[src/rtl/swo_uart_rx_pkg.sv]
// Shared definitions for the SWO UART receiver: FSM state encoding, data-bit
// clamp limits, synchronizer reset level and character alignment helpers.
package swo_uart_rx_pkg;

   typedef enum logic [2:0] {
      IDLE      = 3'd0,
      START     = 3'd1,
      DATA      = 3'd2,
      STOP      = 3'd3,
      WAIT_HIGH = 3'd4
   } rx_state_t;

   localparam logic [3:0] DATA_BITS_MIN    = 4'd5;
   localparam logic [3:0] DATA_BITS_MAX    = 4'd8;
   localparam logic       SYNC_RESET_VALUE = 1'b1;

   // Out-of-range character lengths saturate to the nearest supported size.
   function automatic logic [3:0] clamp_data_bits(input logic [3:0] bits);
      logic [3:0] clamped;
      if (bits < DATA_BITS_MIN) begin
         clamped = DATA_BITS_MIN;
      end else if (bits > DATA_BITS_MAX) begin
         clamped = DATA_BITS_MAX;
      end else begin
         clamped = bits;
      end
      return clamped;
   endfunction

   // Bits enter at the MSB, so a short character sits in the top bits and must
   // be moved down; the logical shift leaves the unused upper bits at zero.
   function automatic logic [7:0] right_align(input logic [7:0] shreg,
                                              input logic [3:0] bits);
      logic [3:0] amount;
      amount = DATA_BITS_MAX - bits;
      return shreg >> amount;
   endfunction

endpackage

[src/rtl/swo_sync2.sv]
// Two-flop synchronizer for the asynchronous SWO line; both flops reset to the
// idle-high level so no false start edge is seen when reset is released.
module swo_sync2
   import swo_uart_rx_pkg::*;
(
   input  logic clk,
   input  logic rst,
   input  logic d,
   output logic q
);

   logic meta;
   logic stable;

   // Metastability filter: two back-to-back flops with synchronous reset.
   always_ff @(posedge clk) begin
      if (rst) begin
         meta   <= SYNC_RESET_VALUE;
         stable <= SYNC_RESET_VALUE;
      end else begin
         meta   <= d;
         stable <= meta;
      end
   end

   assign q = stable;

endmodule

[src/rtl/swo_uart_rx.sv]
// UART (NRZ) receiver for the SWO trace pin: mid-bit sampling with a
// configurable divider, 5..8 data bits, 1 or 2 stop bits, framing detection.
module swo_uart_rx #(
   parameter int pDIV_WIDTH = 8
) (
   input  logic                  trace_clk,
   input  logic                  reset_i,
   input  logic                  I_swo,
   input  logic                  I_enable,
   input  logic [pDIV_WIDTH-1:0] I_bitrate_div,
   input  logic [1:0]            I_stop_bits,
   input  logic [3:0]            I_data_bits,
   output logic [7:0]            O_data,
   output logic                  O_data_valid,
   output logic                  O_framing_error,
   output logic                  O_busy
);

   import swo_uart_rx_pkg::*;

   localparam logic [pDIV_WIDTH-1:0] DIV_ONE = pDIV_WIDTH'(1'b1);

   logic                  rx_s;
   logic                  rx_prev;
   rx_state_t             state;
   rx_state_t             state_next;
   logic [pDIV_WIDTH-1:0] cnt;
   logic [pDIV_WIDTH-1:0] cnt_next;
   logic [pDIV_WIDTH-1:0] div_lat;
   logic [pDIV_WIDTH-1:0] div_next;
   logic [pDIV_WIDTH-1:0] div_eff;
   logic [3:0]            nbits_lat;
   logic [3:0]            nbits_next;
   logic                  two_stop_lat;
   logic                  two_stop_next;
   logic [2:0]            bit_idx;
   logic [2:0]            bit_idx_next;
   logic                  stop_left;
   logic                  stop_left_next;
   logic [7:0]            shreg;
   logic [7:0]            shreg_next;
   logic [7:0]            data_r;
   logic [7:0]            data_next;
   logic                  valid_r;
   logic                  valid_next;
   logic                  err_r;
   logic                  err_next;
   logic                  busy_r;
   logic                  sample;
   logic                  last_data_bit;

   swo_sync2 u_sync (
      .clk (trace_clk),
      .rst (reset_i),
      .d   (I_swo),
      .q   (rx_s)
   );

   // Divider of zero would give no time between samples; run it as one.
   always_comb begin
      div_eff       = (I_bitrate_div == '0) ? DIV_ONE : I_bitrate_div;
      sample        = (cnt == '0);
      last_data_bit = ({1'b0, bit_idx} == (nbits_lat - 4'd1));
   end

   // Next-state and datapath decode; every target defaults to holding.
   always_comb begin
      state_next     = state;
      cnt_next       = cnt;
      div_next       = div_lat;
      nbits_next     = nbits_lat;
      two_stop_next  = two_stop_lat;
      bit_idx_next   = bit_idx;
      stop_left_next = stop_left;
      shreg_next     = shreg;
      data_next      = data_r;
      valid_next     = 1'b0;
      err_next       = 1'b0;

      if (!I_enable) begin
         state_next = IDLE;
      end else begin
         case (state)
            IDLE: begin
               // Frame configuration is frozen here for the whole character.
               if (rx_prev && !rx_s) begin
                  state_next    = START;
                  cnt_next      = div_eff >> 1;
                  div_next      = div_eff;
                  nbits_next    = clamp_data_bits(I_data_bits);
                  two_stop_next = (I_stop_bits >= 2'd2);
               end else begin
                  state_next = IDLE;
               end
            end

            START: begin
               if (sample) begin
                  cnt_next = div_lat;
                  if (!rx_s) begin
                     state_next   = DATA;
                     bit_idx_next = 3'd0;
                  end else begin
                     state_next = IDLE;
                  end
               end else begin
                  cnt_next = cnt - DIV_ONE;
               end
            end

            DATA: begin
               if (sample) begin
                  cnt_next   = div_lat;
                  shreg_next = {rx_s, shreg[7:1]};
                  if (last_data_bit) begin
                     state_next     = STOP;
                     stop_left_next = two_stop_lat;
                  end else begin
                     bit_idx_next = bit_idx + 3'd1;
                  end
               end else begin
                  cnt_next = cnt - DIV_ONE;
               end
            end

            STOP: begin
               if (sample) begin
                  cnt_next = div_lat;
                  if (!rx_s) begin
                     state_next = WAIT_HIGH;
                     err_next   = 1'b1;
                  end else if (stop_left) begin
                     stop_left_next = 1'b0;
                  end else begin
                     state_next = IDLE;
                     data_next  = right_align(shreg, nbits_lat);
                     valid_next = 1'b1;
                  end
               end else begin
                  cnt_next = cnt - DIV_ONE;
               end
            end

            // A held-low line (break) reports once, then waits for idle.
            WAIT_HIGH: begin
               if (rx_s) begin
                  state_next = IDLE;
               end else begin
                  state_next = WAIT_HIGH;
               end
            end

            default: begin
               state_next = IDLE;
            end
         endcase
      end
   end

   // State, datapath and output registers.
   always_ff @(posedge trace_clk) begin
      if (reset_i) begin
         state        <= IDLE;
         rx_prev      <= SYNC_RESET_VALUE;
         cnt          <= '0;
         div_lat      <= '0;
         nbits_lat    <= DATA_BITS_MAX;
         two_stop_lat <= 1'b0;
         bit_idx      <= 3'd0;
         stop_left    <= 1'b0;
         shreg        <= 8'h00;
         data_r       <= 8'h00;
         valid_r      <= 1'b0;
         err_r        <= 1'b0;
         busy_r       <= 1'b0;
      end else begin
         state        <= state_next;
         rx_prev      <= rx_s;
         cnt          <= cnt_next;
         div_lat      <= div_next;
         nbits_lat    <= nbits_next;
         two_stop_lat <= two_stop_next;
         bit_idx      <= bit_idx_next;
         stop_left    <= stop_left_next;
         shreg        <= shreg_next;
         data_r       <= data_next;
         valid_r      <= valid_next;
         err_r        <= err_next;
         busy_r       <= (state_next != IDLE);
      end
   end

   assign O_data          = data_r;
   assign O_data_valid    = valid_r;
   assign O_framing_error = err_r;
   assign O_busy          = busy_r;

endmodule
[config.mk]
export PLATFORM = sky130hd
export DESIGN_NAME = swo_uart_rx
export DESIGN_NICKNAME = d
export VERILOG_FILES = /design/src/rtl/swo_uart_rx_pkg.sv /design/src/rtl/swo_sync2.sv /design/src/rtl/swo_uart_rx.sv
export SDC_FILE = /design/constraint.sdc
export NUM_CORES = 1
export LEC_CHECK = 0
export BUFFER_PORTS_ARGS = -buffer_cell sky130_fd_sc_hd__buf_2
export CORE_MARGIN = 8
export CORE_UTILIZATION = 45
export CTS_BUF_LIST = sky130_fd_sc_hd__clkbuf_8
export DETAILED_ROUTE_END_ITERATION = 8
export SLEW_MARGIN = 20
export SYNTH_ARGS = -nofsm -noshare
export SYNTH_HDL_FRONTEND = slang
export SYNTH_SLANG_ARGS = --single-unit
[constraint.sdc]
create_clock -name trace_clk -period 3.14 [get_ports trace_clk]
set_clock_uncertainty 0.1 [all_clocks]
set_input_delay 0.157 -clock trace_clk [delete_from_list [all_inputs] [get_ports trace_clk]]
set_output_delay 0.157 -clock trace_clk [all_outputs]
set_load 0.03 [all_outputs]
==> out/qor.yml, run 1 <==
setup_path:
  start_kind: "register"
  cp_cell_sequence: "or4_1 > or3_1 > or3_1 > or4_1 > a31oi_1"
  r2r_start: "cnt[2]"
  critPathMaxFanout: 7
  critPathLaunch: "cnt[2]"
  crit_end: "bit_idx[2]"
  reg2reg_to: "bit_idx[2]"
  path_class: "reg -> reg"
  crit_required_ps: 3270
  r2r.worst_path.cells: 5
  worst_path_max_delay_cell: "or4_1"
  end_kind: "register"
  max_stage_delay_ps: 630
  cp_data_arrival_time_ps: 2760
  rrSetupSlack_ps: 510
drt:
  dr_total_vias: 2294
  ant_nets: 0
  wirelength_um: 6080
  wl_per_cell_um: 14.5
  initialDrtViolationCount: 135
  post-route-drc-count: 0
  drt_pre_antenna_iters: 4
  viasPerCell: 5.47
clock_tree:
  htree_levels: 2
  clkTransAtPathRegs_ps: 90
  clk_path_buf_depth: 2
  cts-resized-gates: 0
  clockRootBuffer: "clkbuf_8"
  cts_sinks: 50
  numCtsBuffers: 5
  cts_hold_buf: 2
  cts_tree: "yes"
  post_cts_buffers: 0
  clock_latency_ps: 300
sta:
  slew_violations: 0
  hold_viol: 0
  slew_headroom_pct: 53.5
  rsz0062_at_grt: "no"
  min_period_ps: 2630
  fin_hold_ws_ps: 10.1
  finalSetupTns_ps: 0
  setup_violations: 0
  max_freq_ghz: 0.380
  fin_ws_ps: 508
  min_period_over_period_pct: 83.8
  worst_pin_slew_ps: 691
floorplanning:
  die_x_um: 91.6
  start_util_pct: 46.7
  die_area_um2: 8390
  core_um2: 5510
  pin_count: 29
  die_height_um: 91.6
  rows: 27
yosys:
  yosysSeqAreaShare_pct: 38.9
  synth_cell_types: 38
  synth.area.top_cells: "dfxtp_1 (39%), nand2_1 (8.8%), a21oi_1 (4.7%)"
  async_flop_share_pct: 0
  synth_common_cells: "nand2_1 (60), dfxtp_1 (50), nor2_1 (31)"
  synth_edf_count: 0
  synth_flop_cell: "dfxtp_1"
  synth_cells: 324
  netlist.top_cell.by_area: "dfxtp_1"
  synth_top_area_share_pct: 38.9
  syn-cell-area_um2: 2570
  ys_seq_elements: 50
  synth_most_common_cell: "nand2_1"
  yosysWarnings: 0
  synth_fp_nets: 347
  avgSynthCellArea_um2: 7.94
worst_hold_path:
  hp-class: "in -> reg"
power_and_ir_drop:
  power.share.sequential_pct: 55.8
  switchingPower_uw: 305
  ir_drop_mv: 0.247
  p_clk_share_pct: 33.1
  p_int_uw: 869
  power.density_nw_per_um2: 409
  leakagePower_nw: 1.08
  swShare_pct: 26.0
  pwr-share-comb_pct: 11.1
layout:
  nets: 369
  num_antenna_cells: 0
  syn_to_final_growth_pct: 11.7
  postLayoutCellArea_um2: 2870
  post-route-util_pct: 52.2
  layout-drive-gt1-share_pct: 15.9
grt:
  antenna_found_initial: 0
  track_usage_pct: 14.7
  grt_pass1_vias: 2182
  met2_usage_pct: 22.5
  grt_use_met3_pct: 3.05
  grt-busiest-layer: "met2"
  use_met1_pct: 19.9
  grt_max_degree: 37
  grt-ovfl-total: 0
  grt_pass1_wl_um: 10400
place:
  routabilityCongestion: 0.855
  portBuffers: 27
  placed_cell_area_um2: 2760
  pre_cts_slack_ps: 498
  dp_hpwl_um: 4440
status:
  outcome: "complete, no violations"
run:
  cap_violations: 0
stage by stage:
| step | cells | power [mW] |
|---|---|---|
| after floorplan | 324 | 0.755 |
| after global placement | 409 | 0.796 |
| after detailed placement | 409 | 0.797 |
| after CTS | 419 | 1.18 |
| after global routing | 419 | 1.22 |
| final | 419 | 1.17 |
sequential cells by signal (all words and copies together) (netlist names), 3 cells and up:
name	cells
O_data	8
bit_idx	3
cnt	8
div_lat	8
nbits_lat	4
shreg	8
state	3
critical path, delay by kind of cell, from the launching register on:
kind,cells,cell delay [ps]
AO/OA/AOI/OAI,1,180
AND/OR/NAND/NOR,4,1910
flip-flops,1,370
cells by family after synthesis:
logic type / count (synthesis) / synth area share (%)
xor+xnor: 7 / 2.38
compound gates: 79 / 18.9
fa+ha+maj: 5 / 2.43
flops: 50 / 38.9
simple gates: 140 / 25.2
buf+inv: 26 / 3.84
mux: 17 / 8.32
power by group through the flow:
stage          combinational [mW]  sequential [mW]  clock [mW]
2_1_floorplan              0.0895            0.665           0
3_3_place_gp                0.126            0.670           0
3_5_place_dp                0.127            0.670           0
4_1_cts                     0.129            0.655       0.398
5_1_grt                     0.145            0.657       0.420
6_report                    0.130            0.655       0.389
worst min path at each step:
stage          cells past startpoint     endpoint        startpoint  slack (ps)
2_1_floorplan                      1  u_sync.meta             I_swo         160
3_3_place_gp                       2  u_sync.meta             I_swo         240
3_5_place_dp                       2  u_sync.meta             I_swo         240
4_1_cts                            3   div_lat[7]  I_bitrate_div[7]           5
5_1_grt                            3   div_lat[7]  I_bitrate_div[7]          20
6_report                           3   div_lat[7]  I_bitrate_div[7]          10
layout by cell type (no fill, tap or decap), types with 6 or more instances in the layout:
master,synthesis,routed
dfxtp_1,50,50
a21oi_1,24,24
o21ai_0,13,13
nor3_1,8,8
clkbuf_8,0,6
o211ai_1,8,8
nor2_1,31,31
a22oi_1,7,7
buf_2,1,27
inv_1,7,8
a31oi_1,15,15
nand3_1,7,7
mux2i_1,9,9
nand2_1,60,60
per-layer routing:
layer	share of wire (%)	vias to the layer above	wire, um
li1	-	1195	-
met1	52	1066	3160
met2	44	26	2690
met3	2.3	7	140
met4	1.4	0	86
met5	0	-	0
area by class of cell:
class                           count  area, um^2
Sequential cell                    50        1000
Inverter                            7        26.3
Clock inverter                      2        8.76
Tap cell                           72        90.1
Fill cell                         577        2630
Clock buffer                        6        82.6
Timing Repair Buffer               34         193
Multi-Input combinational cell    248        1470
(Power assumes the default switching activity.)
==> inputs of run 2 (changes only) <==
clock period = 2.54 ns   (was 3.14 ns; I/O delays follow)
==> run 2 against run 1 <==
  * Via count increased by 5.5%
  * Clock power increased by 25%
  * Setup slack got worse by 400 ps
  * Clock-buffer cell count unchanged
  * Critical path type unchanged
  * Largest cell class unchanged
==> out/qor.yml, run 2 (synthesis results as in run 1) <==
status:
  outcome: "complete, no violations"
clock_tree:
  htree_levels: 2  # unchanged
  post_cts_buffers: 0  # unchanged
  clkTransAtPathRegs_ps: 90  # about the same
  cts_sinks: 50  # unchanged
  numCtsBuffers: 5  # unchanged
  clock_latency_ps: 300  # about the same
  cts_tree: "yes"
  clockRootBuffer: "clkbuf_8"
  clk_path_buf_depth: 2  # unchanged
run:
  cap_violations: 0  # unchanged
setup_path:
  end_kind: "register"
  r2r.worst_path.cells: 5  # unchanged
  reg2reg_to: "bit_idx[2]"
  crit_required_ps: 2680  # -590 ps
  start_kind: "register"
  critPathMaxFanout: 3  # -4
  path_class: "reg -> reg"
  rrSetupSlack_ps: 100  # -400 ps
  cp_data_arrival_time_ps: 2570  # -190 ps
  r2r_start: "cnt[2]"
layout:
  nFillCells: 532  # -7.8%
  syn_to_final_growth_pct: 18.4
  num_antenna_cells: 0  # unchanged
  nets: 388  # +5.1%
  layout-drive-gt1-share_pct: 18.9  # +3.0 points
  final_cell_mix: "nand2_1 (60), dfxtp_1 (49), nor2_1 (31), buf_2 (27), a21oi_1 (24)"
  final_common_cell: "nand2_1"
grt:
  track_usage_pct: 16.0  # +1.3 points
  antenna_found_initial: 0  # unchanged
  grt_max_degree: 36  # -2.7%
  grt_pass1_vias: 2301  # +5.5%
  grt_pass1_wl_um: 11200  # +8.1%
  grt-ovfl-total: 0  # unchanged
sta:
  min_period_over_period_pct: 95.9  # +12 points
  max_freq_ghz: 0.411  # +8.1%
  slew_headroom_pct: 63.0  # +9.5 points
  worst_pin_slew_ps: 553  # -138 ps
  min_period_ps: 2440  # -197 ps
  setup_violations: 0  # unchanged
  fin_hold_ws_ps: 37.6  # +27.5 ps
  hold_viol: 0  # unchanged
  rsz0062_at_grt: "no"
  finalSetupTns_ps: 0  # unchanged
  slew_violations: 0  # unchanged
drt:
  ant_nets: 0  # unchanged
  viasPerCell: 5.53  # +0.96%
  drt_pre_antenna_iters: 4  # unchanged
  post-route-drc-count: 0  # unchanged
  dr_total_vias: 2421  # +5.5%
  wl_per_cell_um: 14.7  # +1.2%
  wirelength_um: 6440  # +5.8%
  initialDrtViolationCount: 106  # -21%
place:
  routabilityCongestion: 0.854  # about the same
  dp_hpwl_um: 4630  # +4.2%
  portBuffers: 27  # unchanged
power_and_ir_drop:
  leakagePower_nw: 1.16  # +8.1%
  ir_drop_mv: 0.268  # +8.6%
  power.density_nw_per_um2: 488  # +19%
floorplanning:
  core_um2: 5510  # unchanged
  pin_count: 29  # unchanged
  start_util_pct: 46.7  # unchanged
  rows: 27  # unchanged
  die_x_um: 91.6  # unchanged
  die_area_um2: 8390  # unchanged
  die_height_um: 91.6  # unchanged
worst_hold_path:
  hp-class: "in -> reg"
  hold_depth: 3  # unchanged
  min_to: "div_lat[0]"
  hold_start: "I_bitrate_div[0]"
## run 2: changes by cell type in the layout (fill, tap and decap cells not counted)
cell,before,now
or3_1,5,4
inv_1,8,7
dfxtp_1,50,49
dlygate4sd3_1,2,10
clkinvlp_4,0,1
or3_4,0,1
dfxtp_2,0,1
buf_4,5,16
## run 2: worst max-delay path by stage
stage | endpoint | start | cells past startpoint
floorplan | bit_idx[2] | cnt[2] | 6
global placement | bit_idx[2] | cnt[2] | 5
detailed placement | bit_idx[2] | cnt[4] | 5
CTS | bit_idx[2] | cnt[4] | 5
global route | bit_idx[2] | cnt[4] | 5
finish | bit_idx[2] | cnt[2] | 5
## run 2: worst max-delay path, cell delays in order, from the launching register on
cell     delay (ps)
dfxtp_1         310
or4_1           560
or3_1           390
or3_4           390
or4_1           470
a31oi_1         160
## run 2: area by class of cell
class	count	area, um^2	share of cell area (%)
Clock buffer	6	82.6	2.71
Clock inverter	2	12.5	0.411
Inverter	7	26.3	0.863
Multi-Input combinational cell	248	1480	48.5
Sequential cell	50	1000	32.9
Tap cell	72	90.1	2.96
Timing Repair Buffer	53	355	11.7
## run 2: where the power goes
group / leakage, nW / internal, mW / switching [mW]
clock: 0.0472 / 0.219 / 0.268
combinational: 0.710 / 0.0826 / 0.107
sequential: 0.405 / 0.796 / 0.0120
total: 1.16 / 1.10 / 0.387
## run 2: what timing repair did
| action | in CTS | in global routing |
|---|---|---|
| hold endpoints to repair | 11 | 0 |
| setup endpoints to repair | 0 | 1 |
| hold buffers | 10 | 0 |
| resized for setup | 0 | 2 |
## run 2: per-layer routing
layer / part of all wire, % / vias to the layer above / GRT usage, %
li1: - / 1232 / -
met1: 48 / 1138 / 20.6
met2: 47 / 45 / 25.6
met3: 4.2 / 6 / 4.20
met4: 1.1 / 0 / 4.64
met5: 0 / - / 0
## run 2: metrics by stage
stage               cell area [um^2]  total power, mW  cells  setup WS, ps  utilization (%)
finish                          3050             1.48    438           104             55.3
CTS                             3040             1.49    438          79.9             55.2
detailed placement              2840             1.00    420          95.0             51.6
global placement                2840            0.998    420           123             51.6
global route                    3050             1.56    438          13.0             55.3
floorplan                       2570            0.933    324          52.3                -
==> inputs of run 3 (changes only) <==
HOLD_SLACK_MARGIN = 0.06   (was unset)
==> run 3 against run 2 <==
  * Final area grew 0.66%
  * Worst hold slack gained 88 ps
  * Fmax is essentially flat
  * Critical endpoint unchanged
  * Total power grew 0.20%
  * First-iteration DRC count grew 23%
  * Clock-buffer cell count is the same
  * Cell count grew 0.46%
  * Die area is the same
  * Register-to-register slack is essentially flat
  * Routed wire length grew 0.96%
  * Clock power is essentially flat
  * Flip-flop and latch count is the same
==> out/qor.yml, run 3 (synthesis results as in run 1) <==
status:
  outcome: "complete, no violations"
grt:
  track_usage_pct: 16.2  # +0.19 points
  grt_max_degree: 36  # unchanged
  met2_usage_pct: 26.1  # +0.54 points
  antenna_found_initial: 0  # unchanged
  grt_pass1_vias: 2326  # +1.1%
  grt_use_met3_pct: 4.28  # +0.082 points
  grt-busiest-layer: "met2"
  grt_pass1_wl_um: 11300  # +1.1%
  use_met1_pct: 20.6  # +0.048 points
  grt-ovfl-total: 0  # unchanged
layout:
  post-route-util_pct: 55.7  # +0.36 points
  multiInputGateArea_um2: 1480  # unchanged
  seq_area_um2: 1000  # unchanged
  postLayoutCellArea_um2: 3070  # +0.66%
  num_antenna_cells: 0  # unchanged
  syn_to_final_growth_pct: 19.2
  nFillCells: 529  # -0.56%
  nets: 390  # +0.52%
  layout-drive-gt1-share_pct: 18.8  # -0.10 points
  final_cell_mix: "nand2_1 (60), dfxtp_1 (49), nor2_1 (31), buf_2 (27), a21oi_1 (24)"
  final_common_cell: "nand2_1"
clock_tree:
  post_cts_buffers: 0  # unchanged
  htree_levels: 2  # unchanged
  clk_path_buf_depth: 2  # unchanged
  cts_tree: "yes"
  clockRootBuffer: "clkbuf_8"
  clkTransAtPathRegs_ps: 90  # about the same
  cts_sinks: 50  # unchanged
  numCtsBuffers: 5  # unchanged
  clock_latency_ps: 300  # about the same
place:
  portBuffers: 27  # unchanged
  routabilityCongestion: 0.854  # unchanged
  dp_hpwl_um: 4630  # unchanged
  placed_cell_area_um2: 2840  # unchanged
sta:
  fin_hold_ws_ps: 126  # +88.3 ps
  slew_headroom_pct: 63.0  # unchanged
  finalSetupTns_ps: 0  # unchanged
  hold_viol: 0  # unchanged
  rsz0062_at_grt: "no"
  min_period_ps: 2440  # -0.264 ps
  setup_violations: 0  # unchanged
  slew_violations: 0  # unchanged
  max_freq_ghz: 0.411  # about the same
  worst_pin_slew_ps: 553  # unchanged
  min_period_over_period_pct: 95.9  # about the same
setup_path:
  crit_required_ps: 2680  # about the same
  critPathMaxFanout: 3  # unchanged
  cp_data_arrival_time_ps: 2570  # about the same
  end_kind: "register"
  r2r_start: "cnt[2]"
  path_class: "reg -> reg"
  r2r.worst_path.cells: 5  # unchanged
  critPathLaunch: "cnt[2]"
  start_kind: "register"
drt:
  viasPerCell: 5.49  # -0.62%
  wirelength_um: 6500  # +0.96%
  drt_pre_antenna_iters: 4  # unchanged
  dr_total_vias: 2417  # -0.17%
  wl_per_cell_um: 14.8  # +0.50%
  post-route-drc-count: 0  # unchanged
  initialDrtViolationCount: 130  # +23%
  ant_nets: 0  # unchanged
floorplanning:
  rows: 27  # unchanged
  start_util_pct: 46.7  # unchanged
  pin_count: 29  # unchanged
  core_um2: 5510  # unchanged
  die_x_um: 91.6  # unchanged
  die_height_um: 91.6  # unchanged
  die_area_um2: 8390  # unchanged
run:
  cap_violations: 0  # unchanged
worst_hold_path:
  hp-class: "in -> reg"
  hold_depth: 5  # +2
  hold_start: "I_data_bits[0]"
power_and_ir_drop:
  leakagePower_nw: 1.17  # +0.72%
  ir_drop_mv: 0.268  # about the same
  power.density_nw_per_um2: 485  # -0.45%
==> run 3: changes by cell type in the layout (fill, tap and decap cells not counted), sizes merged <==
cell	delta
dlygate4sd3	+2
==> run 3: what timing repair did <==
| item | 4_1_cts | 5_1_grt |
|---|---|---|
| endpoints found under the hold margin | 19 | 0 |
| setup endpoints to repair | 0 | 1 |
| hold buffers | 12 | 0 |
| resized for setup | 0 | 2 |
==> run 3: path summary, 6_finish.rpt <==
path                        to  slack (ps)
setup / recovery    bit_idx[2]         100
hold / removal    nbits_lat[0]         130
setup reg to reg    bit_idx[2]         100
hold reg to reg       u_sync.q         320
==> run 3: where the power goes <==
part	internal (mW)	total, mW	switching [mW]
combinational	0.0847	0.192	0.108
clock	0.219	0.488	0.268
sequential	0.796	0.808	0.0120
==> run 3: critical path, stage by stage, from the launching register on <==
cell	delay (ps)
dfxtp_1	310
or4_1	560
or3_1	390
or3_4	390
or4_1	470
a31oi_1	160
==> run 3: metal layers <==
| layer | vias to the layer above | part of all wire, % |
|---|---|---|
| li1 | 1235 | - |
| met1 | 1131 | 47 |
| met2 | 45 | 47 |
| met3 | 6 | 4.4 |
| met4 | 0 | 1.1 |
| met5 | - | 0 |
==> run 3: layout make-up <==
| class | instances | share of cell area, % |
|---|---|---|
| Clock buffer | 6 | 2.69 |
| Clock inverter | 2 | 0.408 |
| Inverter | 7 | 0.857 |
| Multi-Input combinational cell | 248 | 48.2 |
| Sequential cell | 50 | 32.7 |
| Tap cell | 72 | 2.94 |
| Timing Repair Buffer | 55 | 12.2 |
==> run 3: stage by stage <==
stage / power [mW] / cells / setup slack [ps]
4_1_cts: 1.50 / 440 / 79.9
3_5_place_dp: 1.00 / 420 / 95.0
5_1_grt: 1.56 / 440 / 13.0
6_report: 1.49 / 440 / 105
3_3_place_gp: 0.998 / 420 / 123
2_1_floorplan: 0.933 / 324 / 52.3
